<file path="config.mk">
export PLATFORM = sky130hd
export DESIGN_NAME = alu_cmd_driver
export DESIGN_NICKNAME = d
export VERILOG_FILES = /design/src/rtl/alu_pkg.sv /design/src/rtl/alu_cmd_driver_flag_checker.sv /design/src/rtl/alu_cmd_driver.sv
export SDC_FILE = /design/constraint.sdc
export NUM_CORES = 1
export LEC_CHECK = 0
export ABC_AREA = 1
export CORE_MARGIN = 3
export CORE_UTILIZATION = 29
export DETAILED_ROUTE_END_ITERATION = 10
export PLACE_DENSITY_LB_ADDON = 0.05
export SYNTH_ARGS = -nofsm -noshare
export SYNTH_HDL_FRONTEND = slang
export SYNTH_SLANG_ARGS = --single-unit
</file>
<file path="constraint.sdc">
create_clock -name CLK -period 1.6 [get_ports CLK]
set_input_delay 0.4 -clock CLK [delete_from_list [all_inputs] [get_ports CLK]]
set_output_delay 0.4 -clock CLK [all_outputs]
set_load 0.03 [all_outputs]
</file>
<file path="src/rtl/alu_pkg.sv">
// Shared definitions for the 16-bit registered ALU and its command driver:
// opcodes, flag bit positions, driver FSM encoding and the opcode-to-class map.
package alu_pkg;

  localparam logic [3:0] ADD     = 4'd0;
  localparam logic [3:0] SUB     = 4'd1;
  localparam logic [3:0] MUL     = 4'd2;
  localparam logic [3:0] DIV     = 4'd3;
  localparam logic [3:0] AND     = 4'd4;
  localparam logic [3:0] OR      = 4'd5;
  localparam logic [3:0] NAND    = 4'd6;
  localparam logic [3:0] NOR     = 4'd7;
  localparam logic [3:0] XOR     = 4'd8;
  localparam logic [3:0] XNOR    = 4'd9;
  localparam logic [3:0] CMPEQ   = 4'd10;
  localparam logic [3:0] CMPG    = 4'd11;
  localparam logic [3:0] CMPL    = 4'd12;
  localparam logic [3:0] SHR     = 4'd13;
  localparam logic [3:0] SHL     = 4'd14;
  localparam logic [3:0] ILLEGAL = 4'd15;

  // Bit positions inside the 5-bit flag vector {Carry, Arith, Logic, CMP, Shift}
  localparam int CARRY = 4;
  localparam int ARITH = 3;
  localparam int LOGIC = 2;
  localparam int CMP   = 1;
  localparam int SHIFT = 0;

  typedef enum logic [1:0] {
    ST_IDLE = 2'd0,
    ST_EXEC = 2'd1,
    ST_CAPT = 2'd2,
    ST_RESP = 2'd3
  } state_t;

  // One-hot class the ALU must raise on flags[3:0] for a given opcode.
  function automatic logic [3:0] expected_class(input logic [3:0] fun);
    logic [3:0] cls;
    cls = 4'b0000;
    if (fun <= DIV) begin
      cls = 4'b1000;
    end else if (fun <= XNOR) begin
      cls = 4'b0100;
    end else if (fun <= CMPL) begin
      cls = 4'b0010;
    end else if (fun <= SHL) begin
      cls = 4'b0001;
    end
    return cls;
  endfunction

endpackage

</file>
<file path="src/rtl/alu_cmd_driver_flag_checker.sv">
// Combinational check that the class flags returned by the ALU match the
// one-hot class implied by the opcode that was issued.
module alu_flag_checker
  import alu_pkg::*;
(
  input  logic [3:0] i_fun,
  input  logic [3:0] i_class_flags,
  output logic       o_mismatch
);

  logic [3:0] w_expected;

  assign w_expected = expected_class(i_fun);
  assign o_mismatch = (i_class_flags != w_expected);

endmodule

</file>
<file path="src/rtl/alu_cmd_driver.sv">
// Initiator front end for the registered ALU: accepts a command, drives the
// ALU, waits out its latency and holds the captured result for a consumer.
module alu_cmd_driver
  import alu_pkg::*;
#(
  parameter int DATA_W  = 16,
  parameter int FUN_W   = 4,
  parameter int ALU_LAT = 1,
  parameter int CNT_W   = 16
) (
  input  logic              CLK,
  input  logic              RST,
  input  logic              CMD_VALID,
  output logic              CMD_READY,
  input  logic [DATA_W-1:0] CMD_A,
  input  logic [DATA_W-1:0] CMD_B,
  input  logic [FUN_W-1:0]  CMD_FUN,
  output logic [DATA_W-1:0] ALU_A,
  output logic [DATA_W-1:0] ALU_B,
  output logic [FUN_W-1:0]  ALU_FUN,
  input  logic [DATA_W-1:0] ALU_OUT,
  input  logic [4:0]        ALU_FLAGS,
  output logic              RES_VALID,
  input  logic              RES_READY,
  output logic [DATA_W-1:0] RES_DATA,
  output logic [4:0]        RES_FLAGS,
  output logic              RES_ERR,
  output logic [CNT_W-1:0]  OP_COUNT
);

  localparam int WAIT_W = 3;
  localparam logic [FUN_W-1:0]  FUN_ILLEGAL = FUN_W'(ILLEGAL);
  localparam logic [WAIT_W-1:0] WAIT_LOAD   = WAIT_W'(ALU_LAT - 1);

  state_t              r_state;
  state_t              w_state_next;
  logic [WAIT_W-1:0]   r_wait;
  logic [WAIT_W-1:0]   w_wait_next;
  logic                r_cmd_ready;
  logic                w_cmd_ready_next;
  logic [DATA_W-1:0]   r_alu_a;
  logic [DATA_W-1:0]   w_alu_a_next;
  logic [DATA_W-1:0]   r_alu_b;
  logic [DATA_W-1:0]   w_alu_b_next;
  logic [FUN_W-1:0]    r_alu_fun;
  logic [FUN_W-1:0]    w_alu_fun_next;
  logic                r_res_valid;
  logic                w_res_valid_next;
  logic [DATA_W-1:0]   r_res_data;
  logic [DATA_W-1:0]   w_res_data_next;
  logic [4:0]          r_res_flags;
  logic [4:0]          w_res_flags_next;
  logic                r_res_err;
  logic                w_res_err_next;
  logic [CNT_W-1:0]    r_op_count;
  logic [CNT_W-1:0]    w_op_count_next;

  logic                w_cmd_fire;
  logic                w_cmd_illegal;
  logic                w_res_fire;
  logic                w_class_mismatch;

  assign w_cmd_fire    = CMD_VALID & r_cmd_ready;
  assign w_cmd_illegal = (CMD_FUN == FUN_ILLEGAL);
  assign w_res_fire    = r_res_valid & RES_READY;

  // r_alu_fun still holds the issued opcode during CAPT, so it is checked here.
  alu_flag_checker u_flag_checker (
    .i_fun         (r_alu_fun[3:0]),
    .i_class_flags (ALU_FLAGS[3:0]),
    .o_mismatch    (w_class_mismatch)
  );

  always_ff @(posedge CLK) begin
    if (RST) begin
      r_state     <= ST_IDLE;
      r_wait      <= '0;
      r_cmd_ready <= 1'b1;
      r_alu_a     <= '0;
      r_alu_b     <= '0;
      r_alu_fun   <= FUN_ILLEGAL;
      r_res_valid <= 1'b0;
      r_res_data  <= '0;
      r_res_flags <= '0;
      r_res_err   <= 1'b0;
      r_op_count  <= '0;
    end else begin
      r_state     <= w_state_next;
      r_wait      <= w_wait_next;
      r_cmd_ready <= w_cmd_ready_next;
      r_alu_a     <= w_alu_a_next;
      r_alu_b     <= w_alu_b_next;
      r_alu_fun   <= w_alu_fun_next;
      r_res_valid <= w_res_valid_next;
      r_res_data  <= w_res_data_next;
      r_res_flags <= w_res_flags_next;
      r_res_err   <= w_res_err_next;
      r_op_count  <= w_op_count_next;
    end
  end

  always_comb begin
    w_state_next = r_state;
    case (r_state)
      ST_IDLE: begin
        if (w_cmd_fire) begin
          w_state_next = w_cmd_illegal ? ST_RESP : ST_EXEC;
        end
      end
      ST_EXEC: begin
        if (r_wait == '0) begin
          w_state_next = ST_CAPT;
        end
      end
      ST_CAPT: begin
        w_state_next = ST_RESP;
      end
      ST_RESP: begin
        if (w_res_fire) begin
          w_state_next = ST_IDLE;
        end
      end
      default: begin
        w_state_next = ST_IDLE;
      end
    endcase
  end

  always_comb begin
    w_wait_next      = r_wait;
    w_alu_a_next     = r_alu_a;
    w_alu_b_next     = r_alu_b;
    w_alu_fun_next   = r_alu_fun;
    w_res_valid_next = r_res_valid;
    w_res_data_next  = r_res_data;
    w_res_flags_next = r_res_flags;
    w_res_err_next   = r_res_err;
    w_op_count_next  = r_op_count;
    w_cmd_ready_next = (w_state_next == ST_IDLE);
    case (r_state)
      ST_IDLE: begin
        if (w_cmd_fire) begin
          if (w_cmd_illegal) begin
            // Rejected locally; the ALU never sees this command.
            w_res_data_next  = '0;
            w_res_flags_next = '0;
            w_res_err_next   = 1'b1;
            w_res_valid_next = 1'b1;
          end else begin
            w_alu_a_next   = CMD_A;
            w_alu_b_next   = CMD_B;
            w_alu_fun_next = CMD_FUN;
            w_wait_next    = WAIT_LOAD;
          end
        end
      end
      ST_EXEC: begin
        if (r_wait != '0) begin
          w_wait_next = r_wait - WAIT_W'(1);
        end
      end
      ST_CAPT: begin
        w_res_data_next  = ALU_OUT;
        w_res_flags_next = ALU_FLAGS;
        w_res_err_next   = w_class_mismatch;
        w_res_valid_next = 1'b1;
        w_alu_fun_next   = FUN_ILLEGAL;
      end
      ST_RESP: begin
        if (w_res_fire) begin
          w_res_valid_next = 1'b0;
          w_op_count_next  = r_op_count + CNT_W'(1);
        end
      end
      default: begin
        w_res_valid_next = 1'b0;
      end
    endcase
  end

  assign CMD_READY = r_cmd_ready;
  assign ALU_A     = r_alu_a;
  assign ALU_B     = r_alu_b;
  assign ALU_FUN   = r_alu_fun;
  assign RES_VALID = r_res_valid;
  assign RES_DATA  = r_res_data;
  assign RES_FLAGS = r_res_flags;
  assign RES_ERR   = r_res_err;
  assign OP_COUNT  = r_op_count;

endmodule

</file>
* After elaboration in Yosys (flattened, before gate mapping)
Cells that the tools add are included.
** Word-level totals
- Flip-flop bits (word level) :: 81
- Latch bits :: 0
- Bits in writable memories :: 0
- Bits in read-only memories :: 0
- Bits of input ports :: 61
- Output and inout bits :: 76
- Word-level logic and storage cells :: 70
- Memories kept :: 0
** Cells by class
- Add/sub/neg operators :: 2
- Multipliers :: 0
- Div/mod/pow operators :: 0
- Magnitude comparators :: 4
- Eq/ne operators :: 10
- Shift operators :: 0
- Muxes and demuxes :: 27
- Bitwise gates (word level) :: 3
- Reduce and logical (&&, ||, !) cells :: 13
** Operators by type and width (count)
- $mux W16 :: 2
- $pmux W16 S2 :: 1
- $mux W4 :: 5
- $add A16 B1 Y16 const B :: 1
- $le A4 B4 Y1 const B :: 3
- $mux W5 :: 2
- $ne A2 B2 Y1 const B :: 5
- $pmux W5 S2 :: 1
- $mux W3 :: 3
- $reduce_and A3 Y1 :: 3
- $mux W2 :: 4
- $pmux W2 S4 :: 1
- $pmux W4 S2 :: 1
- $reduce_and A4 Y1 :: 2
- $pmux W3 S2 :: 1
- $reduce_bool A3 Y1 :: 2
- $eq A2 B2 Y1 const B :: 2
- $eq A4 B4 Y1 const B :: 1
- $le A4 B2 Y1 const B :: 1
- $logic_not A2 Y1 :: 2
- $mux W1 :: 4
- $ne A4 B4 Y1 :: 1
- $reduce_bool A2 Y1 :: 2
- $logic_not A3 Y1 :: 1
- other kinds (7) :: 8

* Depth between registers and ports, before layout
- Depth after elaboration :: 7
- Gate-level depth with buffers :: 9
- Mapped depth without buffers :: 9

* Hierarchy
A second synthesis with hierarchy kept.
** Second synthesis, totals
- Cell total of the unflattened synthesis :: 453
- Area, all modules :: 3360.7 sq um
** By module, submodules not included
- alu_cmd_driver :: times used 1, cells each 419, area each 3200.6 sq um
- alu_flag_checker :: times used 1, cells each 34, area each 160.2 sq um

* Least setup slack after synthesis
OpenSTA, ideal clock, no wires.
- Kind :: register to register
- From :: reg r_op_count[1] (netlist: OP_COUNT[1])
- To :: reg r_op_count[12] (netlist: OP_COUNT[12])
- Library setup time :: 113 ps
- Arrival time :: 1346 ps
- Data required time :: 1487 ps
- Setup slack :: 140 ps
- Cell stages (with the launch flop) :: 9
- Cell sequence :: dfxtp_1 ha_1 nand3_1 nor2_1 nand2_1 nor2_1 nand2_1 nand2_1 nor2_1
** On the way
- Word-level cells in the longest chain between the ends :: 1
** Ends and longest elaborated chain
- start, declared :: RTL line alu_cmd_driver.sv:55 : logic [CNT_W-1:0] r_op_count;
- start signal, assigned :: RTL line alu_cmd_driver.sv:98 : r_op_count <= w_op_count_next;
- $add A16 B1 Y16 :: RTL line alu_cmd_driver.sv:172 : w_op_count_next = r_op_count + CNT_W'(1);
No other way between the ends.
A chain may end at the register's enable or synchronous reset.

* Worst setup path in the final report
- From :: reg r_alu_fun[1] (netlist: ALU_FUN[1])
- To :: out ALU_FUN[1]
** RTL lines
- start, declared :: RTL line alu_cmd_driver.sv:45 : logic [FUN_W-1:0] r_alu_fun;
- start signal, assigned :: RTL line alu_cmd_driver.sv:93 : r_alu_fun <= w_alu_fun_next;
- end, declared :: RTL line alu_cmd_driver.sv:20 : output logic [FUN_W-1:0] ALU_FUN,
No word-level cell between the ends.

==> metrics.txt <==
Seq. cell area=0.00162 mm2; area leader, netlist=dfxtp_1; DR DRC count=0; setup violators final=0; crit path launch type=flip-flop; Main synth FF type=dfxtp_1; num ports=137; post-DR wirelength/cell=between 10 and 15 um; Worst path slowest cell=dlygate4sd2_1; placed inst area=just under 0.005 mm2; core area=about 0.011 mm2; WL final=9.45 mm; TritonCTS Buffers=9; share of the synthesized area in the top cell type=49.5%; synth-to-layout area growth=58.2%; initial antenna violation count=0; Remaining Overflow, GRT=0; Final Hold Viols=0; crit path max fanout=5; ys async rst share=0%; met2 routed WL=4.22 mm; dpl hpwl=6.69 mm; leading post-synthesis cells by cell area=dfxtp_1 (50%), nand2_1 (14%), a21oi_1 (11%), nand3_1 (7.6%), inv_1 (3.3%); Die Height=between 100 and 150 um; setup slack, reg-to-reg=0.22 ns; Total Power=5.84 mW; M1 wire length=4.30 mm; Hold/Removal Path Class=flip-flop to flip-flop; final period utilization=96.2%; Post-CTS Setup Inserts=0; clock-pin slew on the worst setup and hold paths=0.06 ns; Yosys reg bits=81; largest net degree at the start of global routing=34; CTS Hold Bufs=0; Avg Vias per Cell=roughly 4.5; Yosys warning total=0; Critical Path Sink Type=output port; metal3 WL=785 um; fraction of layout cells with a size suffix above 1=approximately 7.8%; max_cap viols=0; Netlist cell types=24; CP Class=flip-flop to output port; ant diodes=0; synthesized area=0.00327 mm2; Slew headroom=77.6%; H-tree Lvls=3; CTS tree=yes; Req. time, crit path=1.20 ns; Max Slew Vio Count=0; Nets=659; highest metal layer with signal wires=met4; Leak=2.33 nW; CP Cell Sequence=dlygate4sd2_1; max frequency=about 650 MHz; vias=3323; Clk pwr share=38.4%; clk sinks=81; Net Count, Synth=510; Port Buf Inserts=136; WP data arrival=1.14 ns; cell family with most CP delay=buffers and inverters; post-cts sizing count=76; Net Sw Frac=between 20 and 30%; Die X=112 um; Bufs and invs on worst path=1; routability congestion estimate=between 0.7 and 0.8; sequential area share after synthesis=roughly half; sequential share of power=38.7%; PwrDens=1130 mW/mm2; crit-path max cell delay=approximately 0.42 ns; P_int=4.15 mW; Post-synth EDFFs=0; Slew @ Worst Pin=around 0.34 ns; synth cell count leaders=nand2_1 (123), dfxtp_1 (81), a21oi_1 (70); vias in the first global route=3389; status=finished, final reports clean; initial drt markers=153; first-pass GRT wire length=16.1 mm; worst IR drop on VDD=a little over 0.9 mV; NetSw=roughly 1.7 mW; Placed Cells=724; Logic pwr share=22.9%; Synth Area per Inst=~7.3 um2; Setup Skew=approximately 0.0041 ns; post-route ant nets=0; most numerous cell in the Yosys netlist=nand2_1; Finished Layout Cells=740; Mapped Cells=around 450; hold_ws=0.452 ns; CTS Buffer Depth=2; clock latency on the worst-skew pair=0.33 ns; fillcell total=1123; TritonRoute pass-1 iters=4; finished layout cell area=0.00518 mm2; Initial Util=between 20% and 30%; Rows=38; full die area=0.0126 mm2; Global Route Usage Sum=between 10% and 20%; clock root cell=clkbuf_16; multi-input logic area=0.00145 mm2; time the worst path needs with I/O delays and setup=around 1.5 ns
## flip-flops by register name, summed over array words and instances, names as in the netlist
register and flops:
r_wait 3, ALU_B 16, r_state 2, ALU_A 16
ALU_FUN 4, CMD_READY 1, RES_FLAGS 5, RES_DATA 16
OP_COUNT 16, RES_VALID 1, RES_ERR 1
## cell usage in the layout (no fill, tap or decap), drive strengths merged
cell             n
nand2          125
dfxtp           81
dlygate4sd2     75
a21oi           70
clkdlybuf4s50   59
nand3           51
inv             31
nor2            31
buf             24
o21ai           14
clkbuf          14
nand4            5
nor3             5
clkinv           3
ha               3
bufinv           2
xnor2            1
nand3b           1
o21a             1
and3             1
or2              1
a31oi            1
clkdlybuf4s15    1
## area by class of cell
cell class                      instances  area share (%)
Multi-Input combinational cell        310            27.9
Timing Repair Buffer                  159            28.7
Clock inverter                          2            1.16
Inverter                               34            2.46
Tap cell                              140            3.38
Clock buffer                           14            5.10
Sequential cell                        81            31.3
## power by group through the flow
stage / Sequential, mW / Combinational, mW / Clock [mW]
6_report: 2.26 / 1.34 / 2.24
5_1_grt: 2.29 / 1.47 / 2.41
4_1_cts: 2.26 / 1.35 / 2.32
3_5_place_dp: 2.31 / 1.44 / 0
3_3_place_gp: 2.31 / 1.44 / 0
2_1_floorplan: 2.58 / 0.503 / 0
## metal layers
layer,vias to the layer above,GRT usage (%)
li1,1758,-
met1,1459,19.0
met2,96,24.5
met3,10,6.04
met4,0,5.29
met5,-,0
## metrics by stage
stage	worst slack (ns)	setup TNS, ns	utilization (%)
5_1_grt	-0.00197	-0.00197	47.4
4_1_cts	0.0262	0	47.3
3_3_place_gp	-0.227	-12.14	45.2
6_report	0.0601	0	47.4
3_5_place_dp	-0.237	-12.95	45.2
2_1_floorplan	0.140	0	-
## final timing paths
| path | startpoint | to | depth (start not counted) |
|---|---|---|---|
| hold / removal | RES_DATA[4]$_SDFFE_PP0P_ | RES_DATA[4]$_SDFFE_PP0P_ | 2 |
| setup reg to reg | OP_COUNT[1]$_SDFFE_PP0P_ | OP_COUNT[12]$_SDFFE_PP0P_ | 8 |
| setup / recovery | ALU_FUN[1]$_SDFFE_PP1P_ | ALU_FUN[1] | 1 |
| hold reg to reg | RES_DATA[4]$_SDFFE_PP0P_ | RES_DATA[4]$_SDFFE_PP0P_ | 2 |
## cells by family after synthesis
kind of cell / count (synthesis) / share of synthesized area, %
DFF: 81 / 49.5
and+or+nand+nor: 220 / 29.3
xor gates and xnor gates: 1 / 0.268
adders and majority gates: 3 / 1.15
buffers and inverters: 55 / 6.53
AOI/OAI and AO/OA: 86 / 13.3
Power figures use the tool's default switching activity.
==> RTL edit 1: new RTL, same flow settings <==
Put one more register stage on the output `RES_ERR`, without a reset. The value now appears one clock later. The other outputs are not delayed to match.
--- a/src/rtl/alu_cmd_driver.sv
+++ b/src/rtl/alu_cmd_driver.sv
@@ -185,7 +185,9 @@
   assign RES_VALID = r_res_valid;
   assign RES_DATA  = r_res_data;
   assign RES_FLAGS = r_res_flags;
-  assign RES_ERR   = r_res_err;
+  always_ff @(posedge CLK) begin
+    RES_ERR <= r_res_err;
+  end
   assign OP_COUNT  = r_op_count;
 
 endmodule
Check against the original RTL: not equivalent (Yosys sat finds a counterexample within 4 cycles, from zero or initial values and one cycle with RST high).
==> RTL edit 1 against the unedited design <==
  * Final area is 1.0% higher
  * Sequential share of layout area is 0.068 points higher
  * Area after synthesis is 0.61% higher
  * Sequential cell count is 1 higher
  * Routed wire length is 0.82% lower
  * Worst setup slack better by 0.0047 ns
  * Largest power group is now clock
  * Combinational power hardly changed
  * Fmax is 0.30% higher
  * Power is 3.6% higher
==> RTL edit 1: results (changes against the unedited design) <==
GPL Wtd Cong=0.783 (-0.18%); per-instance average area after synthesis=7.37 um2 (+0.39%); final setup skew=0.00762 ns (+0.00349 ns); Top delay family on crit path=buffers and inverters; Leak=2.37 nW (+1.4%); largest net degree at the start of global routing=36 (+5.9%); maximum clock insertion buffer count=2 (unchanged); placement-stage cell area=0.00497 mm2 (+0.61%); Async S/R FF share, synth=0% (unchanged); met2 capacity usage during global routing=22.7% (-1.8 points); number of vias after detailed routing=3,350 (+0.81%); peak per-stage delay on the critical path=0.42 ns (about the same); non-clock buffer area fraction after layout=28.5% (-0.12 points); number of clock buffers in the layout=12 (-2); CTS Sinks=82 (+1.2%); met3 Usage GRT=6.09% (+0.054 points); top area cells in the synthesized netlist=sky130_fd_sc_hd__dfxtp_1, sky130_fd_sc_hd__nand2_1, sky130_fd_sc_hd__a21oi_1; met1 track demand over resource in global routing=18.9% (-0.16 points); Initial DRC Count=160 (+4.6%); part of the Yosys area used for sequential elements=49.8% (+0.31 points); status=completed; net count after synthesis=511 (+0.20%); synthesized-area fraction occupied by xor and xnor cells=0.266% (-0.0016 points); maximum VDD drop=692 uV (-25%); total of plain and repair buffers excluding clock buffers=162 (+1.9%); pin slew with the least headroom to its limit=0.394 ns (+0.0571 ns); number of nets in the final layout=663 (+0.61%); fraction of area in clock buffers and inverters=6.77% (+0.51 points); global-route wire length before repair=15,400 um (-4.2%); final wirelength=9370 um (-0.82%); cell count after placement=728 (+0.55%); total global-route track usage=14.6% (-0.75 points); number of clock buffers inserted by TritonCTS=9 (unchanged); sequential share of cell area=31.4% (+0.068 points); area fraction in compound gates after synthesis=13.2% (-0.081 points); combined area of the multi-input logic cells=0.00144 mm2 (-0.43%); synth warn=0 (unchanged); Core Region=0.0110 mm2 (+0.43%); final cell area excluding filler cells=0.00523 mm2 (+1.0%); number of global-route vias before repair=3,242 (-4.3%); post-detail-place hpwl=6560 um (-1.9%); post-synthesis adder-cell area fraction=1.14% (-0.0070 points); final cell count without fillers=744 (+0.54%); fraction of final layout cells with drive strength greater than 1=8.28% (+0.44 points); pre-CTS setup slack=-0.232 ns (+0.00475 ns); ranking of synthesized cells by instance count=sky130_fd_sc_hd__nand2_1, sky130_fd_sc_hd__dfxtp_1, sky130_fd_sc_hd__a21oi_1, sky130_fd_sc_hd__nand3_1; Worst Path Max Fanout=4 (-1); Fill cells=1,120 (-0.27%)
RTL edit 1: changes by cell type after synthesis:
cell                      delta
sky130_fd_sc_hd__dfxtp_1     +1
RTL edit 1: what timing repair did:
item | 4_1_cts | 5_1_grt
gates resized for setup | 76 | 1
hold buffers | 0 | 0
setup endpoints to repair | 76 | 2
RTL edit 1: path summary, 6_finish.rpt:
check | from | endpoint | slack (ns) | cells past startpoint
worst max-delay path | OP_COUNT[4] | OP_COUNT[4] | 0.06 | 1
worst min-delay path | r_res_err | RES_ERR | 0.35 | 0
worst max register to register | r_state[1] | OP_COUNT[11] | 0.21 | 8
worst min register to register | r_res_err | RES_ERR | 0.35 | 0
RTL edit 1: routing by layer:
layer  part of all wire (%)  routed length, um
met1                     47               4440
met2                     43               4050
met3                    8.5                792
met4                   0.93                 87
met5                      0                  0
RTL edit 1: report_power, final:
part	switching [mW]	internal, mW	leakage [nW]
clock	0.818	1.61	0.169
combinational	0.812	0.528	1.53
sequential	0.0890	2.20	0.667
==> RTL edit 2: new RTL, same flow settings <==
Without the edit above. The parameter `CNT_W` goes from 16 to 32.
--- a/src/rtl/alu_cmd_driver.sv
+++ b/src/rtl/alu_cmd_driver.sv
@@ -6,7 +6,7 @@
   parameter int DATA_W  = 16,
   parameter int FUN_W   = 4,
   parameter int ALU_LAT = 1,
-  parameter int CNT_W   = 16
+  parameter int CNT_W   = 32
 ) (
   input  logic              CLK,
   input  logic              RST,
Interface: changed (resized OP_COUNT); port bits go from 137 to 153. The function was not compared with the original's and may differ.
==> RTL edit 2 against the unedited design <==
  * Hold slack improved by 0.0045 ns
  * Count of clock-buffer cells in the layout fell by 4
  * Critical path depth did not move
  * Critical endpoint is now OP_COUNT[8]
  * Non-clock buffer count rose by 45
  * Worst setup slack got worse by 0.0027 ns
  * Largest power group is now combinational cells
  * Final area rose by 29%
  * Via count rose by 35%
  * Largest cell class is now multi-input gates
  * Area after synthesis rose by 31%
  * Power rose by 46%
  * Sequential cell count rose by 16
  * Utilization fell by 0.41 points
  * Combinational power rose by 140%
  * Routed wire length rose by 31%
==> RTL edit 2: results (changes against the unedited design) <==
global-route wire length before repair=20,700 um (+29%); Leak=3.12 nW (+34%); worst setup slack for register-to-register paths=0.10 ns (-0.12 ns); GPL Wtd Cong=0.863 (+10%); depth of the most critical reg-to-reg path=9 (+1); detailed-router iteration count before antenna repair=6 (+2); number of global-route vias before repair=4,279 (+26%); pin slew with the least headroom to its limit=0.360 ns (+0.0233 ns); fraction of final layout cells with drive strength greater than 1=14.0% (+6.1 points); status=completed; post-detail-place hpwl=9240 um (+38%); number of nets in the final layout=876 (+33%); total global-route track usage=15.5% (+0.15 points); Hold Path Class=reg -> reg; Initial DRC Count=190 (+24%); endpoint of the most critical setup path=OP_COUNT[8]; maximum VDD drop=525 uV (-43%); Worst Path Max Fanout=4 (-1); top area cells in the synthesized netlist=sky130_fd_sc_hd__dfxtp_1, sky130_fd_sc_hd__nand2_1, sky130_fd_sc_hd__nor2_1; ranking of synthesized cells by instance count=sky130_fd_sc_hd__nand2_1, sky130_fd_sc_hd__nor2_1, sky130_fd_sc_hd__dfxtp_1, sky130_fd_sc_hd__inv_1, sky130_fd_sc_hd__a21oi_1; net count after synthesis=682 (+34%); Data arrival, critical path=1.14 ns (about the same); final wirelength=12,300 um (+31%); final setup skew=0.00507 ns (+0.000936 ns); count of input and output buffers=152 (+12%); part of the Yosys area used for sequential elements=45.2% (-4.4 points); largest net degree at the start of global routing=40 (+18%); insertion delay of the later-clocked pin in the worst-skew pair=0.35 ns (+0.02 ns); critical register-to-register path endpoint=OP_COUNT[26]; placement-stage cell area=0.00639 mm2 (+29%); Yosys cell types=34 (+42%)
## RTL edit 2: changes by cell type in the layout (fill, tap and decap cells not counted), sizes merged, moves of 24 or more
cell	before	now
o21ai	14	42
buf	24	57
inv	31	60
a21oi	70	46
nor2	31	143
## RTL edit 2: worst min-delay path by stage
stage                 start      endpoint  cells past startpoint
4_1_cts        RES_DATA[12]  RES_DATA[12]                      2
5_1_grt         RES_DATA[0]   RES_DATA[0]                      2
2_1_floorplan     r_wait[2]     r_wait[2]                      2
3_5_place_dp   RES_DATA[12]  RES_DATA[12]                      2
3_3_place_gp   RES_DATA[12]  RES_DATA[12]                      2
6_report       RES_DATA[12]  RES_DATA[12]                      2
## RTL edit 2: kinds of logic after synthesis
logic type / Yosys count / share of synthesized area (%)
buffers and inverters: 81 / 7.77
flip-flops: 97 / 45.2
AO/OA/AOI/OAI: 95 / 11.5
XOR/XNOR: 4 / 0.815
AND/OR/NAND/NOR: 338 / 33.9
adder cells (fa/ha/maj): 3 / 0.873
## RTL edit 2: report_power, final
part	switching [mW]	internal (mW)
combinational	2.01	1.16
sequential	0.230	2.88
clock	0.917	1.36
## RTL edit 2: repair_timing
item,in CTS,in global routing
hold buffers,0,0
setup buffers,2,2
resized for setup,95,32
endpoints found under the setup margin,95,80
pin swaps,1,5
## RTL edit 2: cell type report
cell class	instances	area, um2
inverter	60	228
clock inverter	6	82.6
fill	1469	7530
sequential	97	1940
timing repair buffer	204	1890
tap	180	225
multi-input combinational	440	2070
clock buffer	10	229
## RTL edit 2: metal layers
layer | track usage (%) | routed length (um) | vias to the layer above
met5 | 0 | 0 | -
met4 | 6.18 | 257 | 0
met3 | 3.96 | 723 | 17
met2 | 25.5 | 5830 | 116
met1 | 19.5 | 5540 | 2011
li1 | - | - | 2345
## RTL edit 2: per-stage QoR
stage / TNS [ns] / worst slack [ns] / std cells / hold slack [ns] / util [%]
finish: 0 / 0.0574 / 997 / 0.457 / 47.0
floorplan: 0 / 0.0537 / 618 / 0.475 / -
detailed placement: -29.72 / -0.440 / 977 / 0.454 / 45.0
global placement: -28.78 / -0.427 / 977 / 0.448 / 45.0
CTS: 0 / 0.00114 / 995 / 0.461 / 46.6
global route: -0.0812 / -0.0555 / 997 / 0.472 / 47.0
## RTL edit 2: worst min-delay path: stages (launching register included)
cell                      delay [ns]
sky130_fd_sc_hd__dfxtp_1        0.31
sky130_fd_sc_hd__nand2_1        0.06
sky130_fd_sc_hd__a21oi_1        0.05
